===== config.mk =====
export PLATFORM = sky130hd
export DESIGN_NAME = idiv_unit
export DESIGN_NICKNAME = d
export VERILOG_FILES = /design/src/rtl/div_pkg.sv /design/src/rtl/div_step.sv /design/src/rtl/idiv_unit.sv
export SDC_FILE = /design/constraint.sdc
export NUM_CORES = 1
export LEC_CHECK = 0
export ABC_AREA = 1
export ABC_CLOCK_PERIOD_IN_PS = 3700
export BUFFER_PORTS_ARGS = -buffer_cell sky130_fd_sc_hd__buf_4
export CAP_MARGIN = 20
export CORE_MARGIN = 8
export CORE_UTILIZATION = 35
export DETAILED_ROUTE_END_ITERATION = 12
export SETUP_SLACK_MARGIN = 0.2
export SLEW_MARGIN = 20
export SYNTH_ARGS = -nofsm -noshare
export SYNTH_HDL_FRONTEND = slang
export SYNTH_SLANG_ARGS = --single-unit

===== constraint.sdc =====
create_clock -name div_clk -period 3.7 [get_ports div_clk]
set_clock_uncertainty 0.1 [all_clocks]
set_input_delay 0.74 -clock div_clk [delete_from_list [all_inputs] [get_ports div_clk]]
set_output_delay 0.74 -clock div_clk [all_outputs]
set_load 0.02 [all_outputs]

===== src/rtl/div_pkg.sv =====
// Shared types and constants for the iterative integer divider.
// The divide-by-zero quotient is built from the operand width at elaboration.
package div_pkg;

   typedef enum logic [1:0] {
      ST_IDLE = 2'd0,
      ST_CALC = 2'd1,
      ST_DONE = 2'd2
   } div_state_e;

   localparam int DIV_MAX_W = 128;

   function automatic logic [DIV_MAX_W-1:0] dbz_quot(input int width);
      logic [DIV_MAX_W-1:0] v;
      v = '0;
      for (int i = 0; i < DIV_MAX_W; i++) begin
         if (i < width) v[i] = 1'b1;
      end
      return v;
   endfunction

endpackage


===== src/rtl/div_step.sv =====
// One combinational restoring-division step: compare/subtract a (WIDTH+1)-bit
// partial remainder against the divisor, yielding the next remainder and one quotient bit.
module div_step #(
   parameter int WIDTH = 32
) (
   input  logic [WIDTH:0]   pr_in,
   input  logic [WIDTH-1:0] dvsr,
   output logic [WIDTH-1:0] pr_out,
   output logic             q_bit
);

   assign q_bit = (pr_in >= {1'b0, dvsr});
   // The true difference is below dvsr, so WIDTH-bit modular arithmetic is exact.
   assign pr_out = pr_in[WIDTH-1:0] - (q_bit ? dvsr : '0);

endmodule


===== src/rtl/idiv_unit.sv =====
// Signed/unsigned iterative divider: WIDTH/BITS_PER_CYCLE cycles per result, one cycle for divide-by-zero.
// One operation in flight; result held in DONE until out_ready, flush aborts from any state.
module idiv_unit
   import div_pkg::*;
#(
   parameter int WIDTH          = 32,
   parameter int BITS_PER_CYCLE = 1
) (
   input  logic             div_clk,
   input  logic             resetn,
   input  logic             flush,
   input  logic             in_valid,
   output logic             in_ready,
   input  logic             in_signed,
   input  logic [WIDTH-1:0] in_x,
   input  logic [WIDTH-1:0] in_y,
   output logic             out_valid,
   input  logic             out_ready,
   output logic [WIDTH-1:0] out_q,
   output logic [WIDTH-1:0] out_r,
   output logic             out_dbz,
   output logic             busy
);

   localparam int N  = WIDTH / BITS_PER_CYCLE;
   localparam int CW = $clog2(N + 1);
   localparam logic [CW-1:0]        CNT_N    = CW'(N);
   localparam logic [CW-1:0]        CNT_ONE  = CW'(1);
   localparam logic [DIV_MAX_W-1:0] DBZ_FULL = dbz_quot(WIDTH);
   localparam logic [WIDTH-1:0]     DBZ_Q    = DBZ_FULL[WIDTH-1:0];

   if (WIDTH < 4 || (WIDTH % 2) != 0 || WIDTH > DIV_MAX_W ||
       !(BITS_PER_CYCLE == 1 || BITS_PER_CYCLE == 2 || BITS_PER_CYCLE == 4) ||
       (WIDTH % BITS_PER_CYCLE) != 0) begin : g_bad_params
      $error("idiv_unit: illegal WIDTH/BITS_PER_CYCLE combination");
   end

   div_state_e       state_q, state_d;
   logic [CW-1:0]    cnt_q, cnt_d;
   logic [WIDTH-1:0] rem_q, rem_d;
   logic [WIDTH-1:0] quo_q, quo_d;
   logic [WIDTH-1:0] dvsr_q, dvsr_d;
   logic             sgn_q, sgn_d;
   logic             qneg_q, qneg_d;
   logic             rneg_q, rneg_d;
   logic             dbz_q, dbz_d;

   logic             accept;
   logic             x_neg, y_neg, y_zero;
   logic [WIDTH-1:0] x_mag, y_mag;

   assign x_neg  = in_x[WIDTH-1] & in_signed;
   assign y_neg  = in_y[WIDTH-1] & in_signed;
   assign x_mag  = x_neg ? -in_x : in_x;
   assign y_mag  = y_neg ? -in_y : in_y;
   assign y_zero = (in_y == '0);
   assign accept = in_valid & in_ready & ~flush;

   // quo_q starts as the dividend magnitude and shifts quotient bits in from the bottom.
   logic [BITS_PER_CYCLE:0][WIDTH-1:0] rem_c;
   logic [BITS_PER_CYCLE:0][WIDTH-1:0] quo_c;
   logic [BITS_PER_CYCLE-1:0]          qbit;

   assign rem_c[0] = rem_q;
   assign quo_c[0] = quo_q;

   for (genvar k = 0; k < BITS_PER_CYCLE; k++) begin : g_chain
      div_step #(.WIDTH(WIDTH)) u_step (
         .pr_in  ({rem_c[k], quo_c[k][WIDTH-1]}),
         .dvsr   (dvsr_q),
         .pr_out (rem_c[k+1]),
         .q_bit  (qbit[k])
      );
      assign quo_c[k+1] = {quo_c[k][WIDTH-2:0], qbit[k]};
   end

   always_comb begin
      state_d = state_q;
      cnt_d   = cnt_q;
      rem_d   = rem_q;
      quo_d   = quo_q;
      dvsr_d  = dvsr_q;
      sgn_d   = sgn_q;
      qneg_d  = qneg_q;
      rneg_d  = rneg_q;
      dbz_d   = dbz_q;
      case (state_q)
         ST_IDLE: begin
            if (accept) begin
               sgn_d   = in_signed;
               qneg_d  = x_neg ^ y_neg;
               rneg_d  = x_neg;
               dbz_d   = y_zero;
               // On divide-by-zero the remainder path re-signs |x|, reproducing the dividend.
               rem_d   = y_zero ? x_mag : '0;
               quo_d   = x_mag;
               dvsr_d  = y_mag;
               cnt_d   = CNT_N;
               state_d = y_zero ? ST_DONE : ST_CALC;
            end
         end
         ST_CALC: begin
            rem_d = rem_c[BITS_PER_CYCLE];
            quo_d = quo_c[BITS_PER_CYCLE];
            cnt_d = cnt_q - CNT_ONE;
            if (cnt_q == CNT_ONE) state_d = ST_DONE;
         end
         ST_DONE: begin
            if (out_ready) state_d = ST_IDLE;
         end
         default: state_d = ST_IDLE;
      endcase
      if (flush) begin
         state_d = ST_IDLE;
         cnt_d   = '0;
      end
   end

   always_ff @(posedge div_clk) begin
      if (!resetn) begin
         state_q <= ST_IDLE;
         cnt_q   <= '0;
         rem_q   <= '0;
         quo_q   <= '0;
         dvsr_q  <= '0;
         sgn_q   <= 1'b0;
         qneg_q  <= 1'b0;
         rneg_q  <= 1'b0;
         dbz_q   <= 1'b0;
      end else begin
         state_q <= state_d;
         cnt_q   <= cnt_d;
         rem_q   <= rem_d;
         quo_q   <= quo_d;
         dvsr_q  <= dvsr_d;
         sgn_q   <= sgn_d;
         qneg_q  <= qneg_d;
         rneg_q  <= rneg_d;
         dbz_q   <= dbz_d;
      end
   end

   assign in_ready  = (state_q == ST_IDLE);
   assign out_valid = (state_q == ST_DONE);
   assign busy      = (state_q != ST_IDLE);
   assign out_q     = dbz_q ? DBZ_Q : ((sgn_q & qneg_q) ? -quo_q : quo_q);
   assign out_r     = (sgn_q & rneg_q) ? -rem_q : rem_q;
   assign out_dbz   = dbz_q;

endmodule


# Word-level counts from Yosys, hierarchy flattened

Cells that the tools add are included.
Widths: inputs -> output; s select.

Add/sub/neg operators: 6
Magnitude comparators: 1
Equality and inequality tests: 6
Multiplexer cells: 18
Bitwise logic cells: 9
Reductions and logical operators: 8

Operators with widths:

| cell                | count |
|---|---|
| $mux 32             | 9 |
| $neg 32->32         | 4 |
| $pmux 32 s2         | 2 |
| $ge 33x32->1        | 1 |
| $logic_not 32->1    | 1 |
| $sub 32x32->32      | 1 |
| $pmux 6 s2          | 1 |
| $mux 2              | 4 |
| $and 1x1->1         | 6 |
| $eq 6x1->1 const B  | 1 |
| $mux 6              | 1 |
| $pmux 2 s3          | 1 |
| $sub 6x1->6 const B | 1 |
| $ne 2x1->1 const B  | 2 |
| $reduce_and 2->1    | 2 |
| $reduce_bool 2->1   | 2 |
| $reduce_and 3->1    | 1 |
| $eq 2x1->1 const B  | 1 |
| $eq 2x2->1 const B  | 1 |
| $logic_not 2->1     | 1 |
| $ne 2x2->1 const B  | 1 |
| $not 1->1           | 2 |
| $reduce_or 2->1     | 1 |
| $xor 1x1->1         | 1 |

Register bits: 108
Input bits: 70
Output and inout bits: 68
Word-level logic and storage cells: 57

# Longest topological paths before layout

Depth in word-level cells: 5
Gate-level depth with buffers: 28
Gate-level depth less buffers: 28

# By module

Synthesis repeated with hierarchy kept, for this count alone.

Cells, all modules: 1807
Area, all modules: 10827.9 µm²

By module, submodules not included:

| module    | instances | cells an instance | area an instance (µm²) | sequential area each (µm²) |
|---|---|---|---|---|
| idiv_unit | 1         | 1297              | 7907.6                 | 2162.1 |
| div_step  | 1         | 510               | 2920.3                 | 0.0 |

# Worst setup path before layout

Ideal clock, no wire load.

Path kind: register to register
Start: register dvsr_q[31]
End: register rem_q[29]
Library setup time: 128 ps
Data arrival time: 3046 ps
Required time: 3472 ps
Path slack: 427 ps
Stages on the path, launching flop included: 25
Buffers on the path: 1
Period minus slack after synthesis: 3273 ps
Cell sequence: dfxtp_1 -> inv_1 -> ha_1 -> nand2_1 -> nor2_1 -> nand2_1 -> nor2_1 -> nand2_1 -> nand2_1 -> nor2_1 -> nand2_1 -> clkbuf_1 -> nand2_1 -> ha_1 -> nand3_1 -> nand2_1 -> inv_1 -> o21bai_1 -> nand3_1 -> nand2_1 -> nand3_1 -> a21oi_1 -> nor2_1 -> nor2_1 -> nor2_1

Word-level cells in the longest chain between the ends: 4

RTL lines:

| what                   | RTL line         | RTL |
|---|---|---|
| from (decl)            | idiv_unit.sv:42  | `logic [WIDTH-1:0] dvsr_q, dvsr_d;` |
| from (signal assigned) | idiv_unit.sv:135 | `dvsr_q <= dvsr_d;` |
| $ge 33x32->1           | div_step.sv:12   | `assign q_bit = (pr_in >= {1'b0, dvsr});` |
| $mux 32                | div_step.sv:14   | `assign pr_out = pr_in[WIDTH-1:0] - (q_bit ? dvsr : '0);` |
| $sub 32x32->32         | div_step.sv:14   |  |
| $pmux 32 s2            | idiv_unit.sv:87  | `case (state_q)` |
| to (signal assigned)   | idiv_unit.sv:133 | `rem_q <= rem_d;` |
| to (decl)              | idiv_unit.sv:40  | `logic [WIDTH-1:0] rem_q, rem_d;` |

No other way between the ends.
A chain may end at the register's enable or synchronous reset.

# Worst setup path in the final report

Start: register dvsr_q[26]
End: register rem_q[29]

Word-level cells in the longest chain between the ends: 4

RTL lines:

| what             | RTL line |
|---|---|
| $ge 33x32->1     | div_step.sv:12 |
| $mux 32 *        | div_step.sv:14 |
| $sub 32x32->32 * | div_step.sv:14 |
| $pmux 32 s2 *    | idiv_unit.sv:87 |

Mark *: on every way between the ends. The rest lies on a longest branch, timed or not.

==> metrics <==
Slew Limit Fails=0; min cycle time layout=~3.5 ns; Gate power share=0.596; reg2reg end=rem_q[29]$_SDFFE_PN0P_; Synth Area in XOR/XNOR=0.0451; syn_nets=1963; status=finished, final reports clean; WL/cell=about 18 um; Pint=between 3000 and 4000 uW; Synth-to-Final Area Change=42.3%; Inserted Clock Buffers=9; total core area=30300 um2; hold depth=2; maximum vdd drop=between 0.2 and 0.25 mV; ANT cells=0; setup TNS=0 ns; combinational family with the most area after synthesis=simple AND/OR/NAND/NOR gates; Simple-Gate Fraction of Synth Area=0.357; Max Cap Viol=0; GRT overflow=0; Hold Path Sink=rneg_q$_SDFFE_PN0P_; sinks on the clock net=around 110; final core occ=0.501; hold buffers post-CTS=0; Worst setup SP type=flop; sequential share of power=0.224; Nets=2194; first-pass GRT wire length=roughly 66 mm; Synth Instances=~1800; async set-or-reset flop fraction in the synthesized netlist=0; PwrDens=between 300 and 400 nW/um2; slew margin rel.=0.490; most common cell after layout, fill and taps aside=nand2_1; Initial Util=0.352; CP required=between 3 and 4 ns; Max Clk Rate=284 MHz; Longest Clk Path Bufs=2; Final ANT Viol Nets=0; Post-synth top flop=dfxtp_1; library cells used by synthesis=between 50 and 60; yosys warns=0; PortBufs=around 140; Die Span X=between 150 and 200 um; cell row count=64; Worst-path clk slew=0.08 ns; Sw Ratio=0.453; Fin. Hold Viols=0; drc violations=0; DRT Wirelength=about 44 mm; Synth Area in Compound Gates=0.204; initial antenna violation count=0; worst r2r src=dvsr_q[26]$_SDFFE_PN0P_; GPL Wtd Cong=0.940; die area=36300 um2; gr usage total=0.226; largest net degree at the start of global routing=55; syn avg cell area=5.86 um2; H-tree depth=3; vias in the first global route=12100; Max Fanout on Critical Path=7; critical path arrival=3.65 ns; RSZ-0062 raised after global routing=true; CP Capture Type=flop; hpwl dp=~33 mm; r2r worst-path depth=23; FF-to-FF setup slack=between 0.15 and 0.2 ns; placed insts=2392; post-route setup slack=between 0.15 and 0.2 ns; Cell Count, Final, Fillers Out=2455; Hold Crit Start=rneg_q$_SDFFE_PN0P_; 1st-pass router iterations=8; final period utilization=0.950; EDFF count, synth=0; pre-CTS setup slack=-0.251 ns; Via Count=13200; register area share after synthesis=0.203; HP Class=reg2reg; Synth Register Bits=108; clock latency on the worst-skew pair=between 0.3 and 0.4 ns; die height=between 150 and 200 um; 1st-iter DRT viols=1133; worst setup path class=reg2reg; Leakage=0.00706 uW; CTS root buf=clkbuf_16; clock power share=0.181; post-synth design cell area=10700 um2; post-synthesis adder-cell area fraction=0.0827; CTS tree=done; worst slew pin tran=about 0.76 ns; Pwr Total=slightly below 6000 uW; mux cell area share after synthesis=0; DR vias/cell=5.36; commonest cells after routing, fill and taps aside=nand2_1, buf_4, inv_1, nor2_1, a21oi_1; share of layout cells above drive strength 1=0.309; sw power=between 2000 and 3000 uW; Setup Viol. Count Final=0; I/O pins=138
==> registers in the layout (all words and copies together), names as in the netlist <==
name	cells
cnt_q	6
dvsr_q	32
out_dbz	1
qneg_q	1
quo_q	32
rem_q	32
rneg_q	1
sgn_q	1
state_q	2
==> power groups by stage <==
| stage | sequential (uW) | clock [uW] | combinational, uW |
|---|---|---|---|
| 6_report | 1330 | 1070 | 3540 |
| 5_1_grt | 1340 | 1130 | 3820 |
| 4_1_cts | 1320 | 1080 | 2700 |
| 3_5_place_dp | 1340 | 0 | 2440 |
| 3_3_place_gp | 1340 | 0 | 2440 |
| 2_1_floorplan | 1330 | 0 | 1510 |
==> repair_timing <==
| action | CTS | global route |
|---|---|---|
| pin swaps | 16 | 117 |
| setup endpoints to repair | 33 | 44 |
| gates cloned | 1 | 2 |
| resized for setup | 116 | 315 |
| buffers inserted | 5 | 39 |
==> layout make-up <==
class                           count  area, um2
Tap cell                          396        495
Sequential cell                   108       2230
Timing Repair Buffer              281       2250
Clock buffer                        9        225
Multi-Input combinational cell   1416       9000
Clock inverter                      7       90.1
Fill cell                        3014      15200
Inverter                          238        903
==> routing by layer <==
metal	track usage	wire [um]	vias to the layer above
li1	-	-	6507
met1	0.288	18800	6157
met2	0.390	21600	400
met3	0.0258	2100	88
met4	0.0746	1460	0
met5	0	0	-
==> metrics by stage <==
step | area [um2] | hold slack, ns
global route | 15200 | 0.398
detailed placement | 12700 | 0.357
CTS | 13600 | 0.369
floorplan | 10700 | 0.337
global placement | 12700 | 0.349
finish | 15200 | 0.373
==> how the worst max path moves through the flow <==
| stage | startpoint | to | slack [ns] | depth (start not counted) |
|---|---|---|---|---|
| after floorplan | dvsr_q[31]$_SDFFE_PN0P_ | rem_q[29]$_SDFFE_PN0P_ | 0.43 | 24 |
| after global routing | dvsr_q[30]$_SDFFE_PN0P_ | rem_q[24]$_SDFFE_PN0P_ | -0.02 | 26 |
| final | dvsr_q[26]$_SDFFE_PN0P_ | rem_q[29]$_SDFFE_PN0P_ | 0.18 | 23 |
| after global placement | quo_q[31]$_SDFFE_PN0P_ | rem_q[27]$_SDFFE_PN0P_ | -0.27 | 20 |
| after CTS | rem_q[2]$_SDFFE_PN0P_ | out_r[21] | 0.19 | 12 |
| after detailed placement | quo_q[31]$_SDFFE_PN0P_ | rem_q[27]$_SDFFE_PN0P_ | -0.25 | 20 |
==> logic make-up after synthesis <==
| family | count (synthesis) |
|---|---|
| xor+xnor | 55 |
| compound gates | 391 |
| fa+ha+maj | 70 |
| flops | 108 |
| buf+inv | 299 |
| simple gates | 900 |
==> worst max-delay path, stage by stage (launching register included) <==
cell and delay (ns):
dfxtp_2 0.34, inv_2 0.05, ha_4 0.26, nand2_1 0.06, nor2_1 0.13, nand2_2 0.08, nor2_1 0.13, buf_4 0.14
nand2_2 0.05, nand2_2 0.08, nor2_4 0.06, nand2_8 0.13, clkbuf_16 0.19, nand2_2 0.07, ha_4 0.30, nand2_1 0.14
nor2_1 0.24, nand3_2 0.13, nand2_4 0.13, nand3_1 0.13, a21oi_2 0.14, nor2_1 0.06, nor2_1 0.15, nor2_1 0.05
==> Yosys cell counts (6+ instances only) <==
cell	number	share of area
a21o_1	10	0.0070
a21oi_1	157	0.074
a31oi_1	31	0.018
buf_1	7	0.0025
buf_2	7	0.0033
clkbuf_1	44	0.015
dfxtp_1	108	0.20
ha_1	69	0.081
inv_1	231	0.081
nand2_1	458	0.16
nand3_1	116	0.054
nand3b_1	9	0.0063
nand4_1	34	0.020
nor2_1	221	0.078
nor3_1	26	0.012
nor4_1	11	0.0064
o211ai_1	12	0.0084
o21ai_0	134	0.063
o221ai_1	6	0.0049
xnor2_1	11	0.0090
xor2_1	44	0.036
Note: power is estimated with default switching activity, not from simulation.
